**config.mk**
```make
export PLATFORM = sky130hd
export DESIGN_NAME = main_control
export DESIGN_NICKNAME = d
export VERILOG_FILES = /design/src/rtl/main_control.sv
export SDC_FILE = /design/constraint.sdc
export NUM_CORES = 1
export LEC_CHECK = 0
export ABC_CLOCK_PERIOD_IN_PS = 2600
export CAP_MARGIN = 10
export CORE_MARGIN = 2
export CORE_UTILIZATION = 30
export DETAILED_ROUTE_END_ITERATION = 16
export PLACE_DENSITY = 0.72
export SLEW_MARGIN = 20
export SYNTH_ARGS = -nofsm -noshare
export SYNTH_HDL_FRONTEND = slang
export SYNTH_SLANG_ARGS = --single-unit
```
**constraint.sdc**
```tcl
create_clock -name clk -period 2.6 [get_ports clk]
set_clock_uncertainty 0.2 [all_clocks]
set_input_delay 0.26 -clock clk [delete_from_list [all_inputs] [get_ports clk]]
set_output_delay 0.26 -clock clk [all_outputs]
set_load 0.02 [all_outputs]
```
**src/rtl/main_control.sv**
```systemverilog
// main_control: multicycle Moore control FSM for a MIPS-style datapath with mem_ready handshaking.
module main_control (
  input  logic       clk,
  input  logic       rst,
  input  logic [5:0] opcode,
  input  logic       mem_ready,
  output logic       PCWrite,
  output logic       PCWriteCond,
  output logic       IorD,
  output logic       MemRead,
  output logic       MemWrite,
  output logic       IRWrite,
  output logic       MemtoReg,
  output logic       RegDst,
  output logic       RegWrite,
  output logic       ALUSrcA,
  output logic [1:0] ALUSrcB,
  output logic [1:0] ALU_op,
  output logic [1:0] PCSource,
  output logic       illegal_op,
  output logic [3:0] state
);
  typedef enum logic [3:0] {
    FETCH = 4'd0, DECODE = 4'd1, MEMADR = 4'd2, MEMRD = 4'd3, MEMWB = 4'd4, MEMWR = 4'd5,
    EXEC = 4'd6, ALUWB = 4'd7, BRANCH = 4'd8, JUMP = 4'd9, ADDIEX = 4'd10, ADDIWB = 4'd11
  } state_t;
  localparam logic [5:0] OP_R = 6'b000000, OP_LW = 6'b100011, OP_SW = 6'b101011;
  localparam logic [5:0] OP_BEQ = 6'b000100, OP_J = 6'b000010, OP_ADDI = 6'b001000;
  state_t cur, nxt;
  assign state = cur;
  always_ff @(posedge clk)
    if (rst) cur <= FETCH;
    else cur <= nxt;
  always_comb begin
    nxt = FETCH;
    {PCWrite, PCWriteCond, IorD, MemRead, MemWrite, IRWrite, MemtoReg, RegDst, RegWrite} = '0;
    {ALUSrcA, ALUSrcB, ALU_op, PCSource, illegal_op} = '0;
    case (cur)
      FETCH: begin
        MemRead = 1'b1;
        ALUSrcB = 2'b01;
        IRWrite = mem_ready;
        PCWrite = mem_ready;
        nxt = mem_ready ? DECODE : FETCH;
      end
      DECODE: begin
        ALUSrcB = 2'b11;
        case (opcode)
          OP_R: nxt = EXEC;
          OP_LW, OP_SW: nxt = MEMADR;
          OP_BEQ: nxt = BRANCH;
          OP_J: nxt = JUMP;
          OP_ADDI: nxt = ADDIEX;
          default: illegal_op = 1'b1;
        endcase
      end
      MEMADR: begin
        ALUSrcA = 1'b1;
        ALUSrcB = 2'b10;
        nxt = (opcode == OP_LW) ? MEMRD : MEMWR;
      end
      MEMRD: begin
        MemRead = 1'b1;
        IorD = 1'b1;
        nxt = mem_ready ? MEMWB : MEMRD;
      end
      MEMWB: begin
        RegWrite = 1'b1;
        MemtoReg = 1'b1;
      end
      MEMWR: begin
        MemWrite = 1'b1;
        IorD = 1'b1;
        nxt = mem_ready ? FETCH : MEMWR;
      end
      EXEC: begin
        ALUSrcA = 1'b1;
        ALU_op = 2'b10;
        nxt = ALUWB;
      end
      ALUWB: begin
        RegWrite = 1'b1;
        RegDst = 1'b1;
      end
      BRANCH: begin
        ALUSrcA = 1'b1;
        ALU_op = 2'b01;
        PCWriteCond = 1'b1;
        PCSource = 2'b01;
      end
      JUMP: begin
        PCWrite = 1'b1;
        PCSource = 2'b10;
      end
      ADDIEX: begin
        ALUSrcA = 1'b1;
        ALUSrcB = 2'b10;
        nxt = ADDIWB;
      end
      ADDIWB: RegWrite = 1'b1;
      default: nxt = FETCH;
    endcase
    if (rst) begin
      {PCWrite, PCWriteCond, IorD, MemRead, MemWrite, IRWrite, MemtoReg, RegDst, RegWrite} = '0;
      {ALUSrcA, ALUSrcB, ALU_op, PCSource, illegal_op} = '0;
    end
  end
endmodule

```
==> metrics.csv <==
stage,metric,value,unit
drt,DR iter-0 viols,14,
min_path,Hold Path Origin,state[1],
cells_and_area,fillers,177,
sta,"Hold Vio Cnt, Final",0,
sta,number of setup violations in the final report,0,
drt,DR vias,712,
sta,Peak Freq,413,MHz
sta,worst slew pin tran,0.412,ns
floorplanning,Top Ports,30,
critical_path,"Req. time, crit path",2.14,ns
floorplanning,die area,2230,um^2
cts,Num CTS Buffers,3,
critical_path,kind of critical path,in -> out,
cts,clock sinks,4,
cts,worst-case clock buffer depth,2,
global_routing,first-pass GRT wire length,2.56,mm
cells_and_area,area occupied by multi-input gates,439,um^2
sta,Max-Slew Margin vs Limit,72.2,%
placed_design,Placer Congestion,0.778,
min_path,Hold Crit Class,reg -> reg,
critical_path,worst setup path start,opcode[2],
placed_design,hpwl dp,1.27,mm
drt,Antenna Nets Post-Route,0,
global_routing,initial antenna violation count,0,
critical_path,crit path DAT,1.96,ns
floorplanning,Std-Cell Rows,15,
cells_and_area,fin cells,135,
synthesis,Most used DFF post-synth,dfxtp_1,
cts,H-tree depth,1,
drt,Initial DRT Pass Iterations,4,
synthesis,syn_nets,89,
cells_and_area,register area,80.1,um^2
placed_design,area post-placement,891,um^2
drt,Wirelength per Cell,11.8,um
cells_and_area,n_diodes,0,
synthesis,Cells after Synth,80,
cts,Root Buffer,clkbuf_4,
cells_and_area,Util after Layout,52.5,%
power,power per cell area,242,nW/um^2
critical_path,Worst path max stage delay,0.57,ns
placed_design,dpl ws,0.173,ns
critical_path,CP most frequent cell,clkdlybuf4s50_1,
placed_design,PortBufs,29,
global_routing,vias in the first global route,612,
cells_and_area,final instance area,916,um^2
cts,CTS tree,yes,
power,"Power, Total",0.222,mW
sta,TNS Setup,0,ns
job,maxcap violations,0,
cells_and_area,layout cells sized above 1,15.5,%
drt,DRC,0,
outcome,status,"complete, no violations",
floorplanning,die height,47.2,um
critical_path,nature of the critical path startpoint,input port,
cts,CTS resizes,0,
power,peak supply drop,0.000144,V
critical_path,worst path cell trace,clkdlybuf4s50_1 > xor2_1 > o21ai_0 > nor4_1 > nor2_1 > clkdlybuf4s50_1,
drt,Post-Route WL,1.59,mm
global_routing,total congestion overflow,0,
critical_path,WP buf/inv,2,
synthesis,syn_area_per_cell,7.01,um^2
sta,final setup margin,0.177,ns
synthesis,mapped cell area,561,um^2
global_routing,largest net degree at the start of global routing,18,
cells_and_area,Area Overhead vs Synth,63.4,%
critical_path,CP Max Fanout,4,
critical_path,critical path's slowest cell,clkdlybuf4s50_1,
critical_path,"CP delay by family, top",buffers and inverters,
cts,"Clk Latency, worst-skew pair",0.24,ns
synthesis,"EDFF count, synth",0,
floorplanning,Initial Utilization,32.1,%
synthesis,Yosys warning total,0,
sta,WHS,0.450,ns
floorplanning,Placeable Area,1750,um^2
critical_path,Critical Path Sink Type,output port,
sta,max-slew violations,0,
drt,via/cell ratio,5.27,
synthesis,Synth async-reset ratio,0,%
power,Leak Pwr,0.322,nW
placed_design,post-placement cell count,132,
critical_path,r2r startpoint,state[1],
cells_and_area,Largest register FFs,4,
sta,RSZ-0062 raised after global routing,no,
floorplanning,Die W,47.2,um
cts,hold_buf cts,0,
sta,fin crit share,93.2,%
synthesis,"FF+latch count, synth",4,
synthesis,register area share after synthesis,14.3,%
cts,Post-CTS Repair Setup Buffers,0,
synthesis,Unique masters post-synth,37,
global_routing,GRT Util Overall,15.5,%
cells_and_area,fin nets,121,
cts,CTS clock-pin slew for the worst setup and hold paths,0.03,ns
sta,post-route minimum period,2.42,ns
kinds of logic (layout without fill, tap and decap cells):
kind of cell           Yosys count  after routing  synth area share (%)
AO/OA/AOI/OAI                   20             20                  25.7
flip-flops                       4              4                  14.3
XOR/XNOR                         2              2                  3.13
AND/OR/NAND/NOR                 45             45                  49.1
buffers and inverters            9             39                  7.81
metal layers:
metal | wire length (um) | vias up | global-route usage [%]
met5 | 0 | - | 0
met1 | 757 | 323 | 21.4
li1 | - | 370 | -
met2 | 791 | 19 | 25.4
met4 | 0 | 0 | 6.67
met3 | 44 | 0 | 0
report_power, final:
group	total [mW]	switching, mW	leakage (nW)	internal (mW)
combinational	0.0785	0.0398	0.276	0.0387
sequential	0.0652	0.00215	0.0325	0.0630
clock	0.0779	0.0262	0.0138	0.0517
path summary, 6_finish.rpt:
path	endpoint	slack, ns	cells past startpoint
worst max register to register	state[0]	0.76	5
worst max-delay path	illegal_op	0.18	6
worst min register to register	state[1]	0.45	2
worst min-delay path	state[1]	0.45	2
synth_stat cells (2+ instances only):
master	number	area (um^2)
xor2_1	2	17.5
o21a_1	2	15.0
nand2b_1	6	37.5
nand2_1	5	18.8
nand4_1	3	18.8
nor3_1	5	25.0
o21ai_0	3	15.0
nor2_1	7	26.3
nor4_1	7	43.8
nor4b_1	2	17.5
a21oi_1	4	20.0
dfxtp_1	4	80.1
clkbuf_1	4	15.0
buf_4	2	15.0
buf_2	2	10.0
tightest hold or removal path, delay by kind of cell, from the launching register on:
kind,cells,cell delay (ns)
DFF,1,0.38
AOI/OAI and AO/OA,2,0.22
layout by cell type (no fill, tap or decap), types with 2 or more instances in the layout:
| cell | synthesis | routed |
|---|---|---|
| buf_4 | 2 | 7 |
| o21ai_0 | 3 | 3 |
| clkdlybuf4s50_1 | 0 | 29 |
| nand4_1 | 3 | 3 |
| xor2_1 | 2 | 2 |
| nor4b_1 | 2 | 2 |
| nor4_1 | 7 | 7 |
| clkbuf_4 | 0 | 3 |
| nand2_1 | 5 | 5 |
| o21a_1 | 2 | 2 |
| nor2_1 | 7 | 7 |
| a21oi_1 | 4 | 4 |
| nor3_1 | 5 | 5 |
| nand2b_1 | 6 | 5 |
| dfxtp_1 | 4 | 4 |
area by class of cell:
| type | instances | share of cell area [%] |
|---|---|---|
| clock buffer | 3 | 2.46 |
| multi-input combinational | 67 | 48.0 |
| sequential | 4 | 8.74 |
| tap | 25 | 3.42 |
| timing repair buffer | 36 | 37.4 |
No activity file was read; power rests on OpenSTA's default activity.
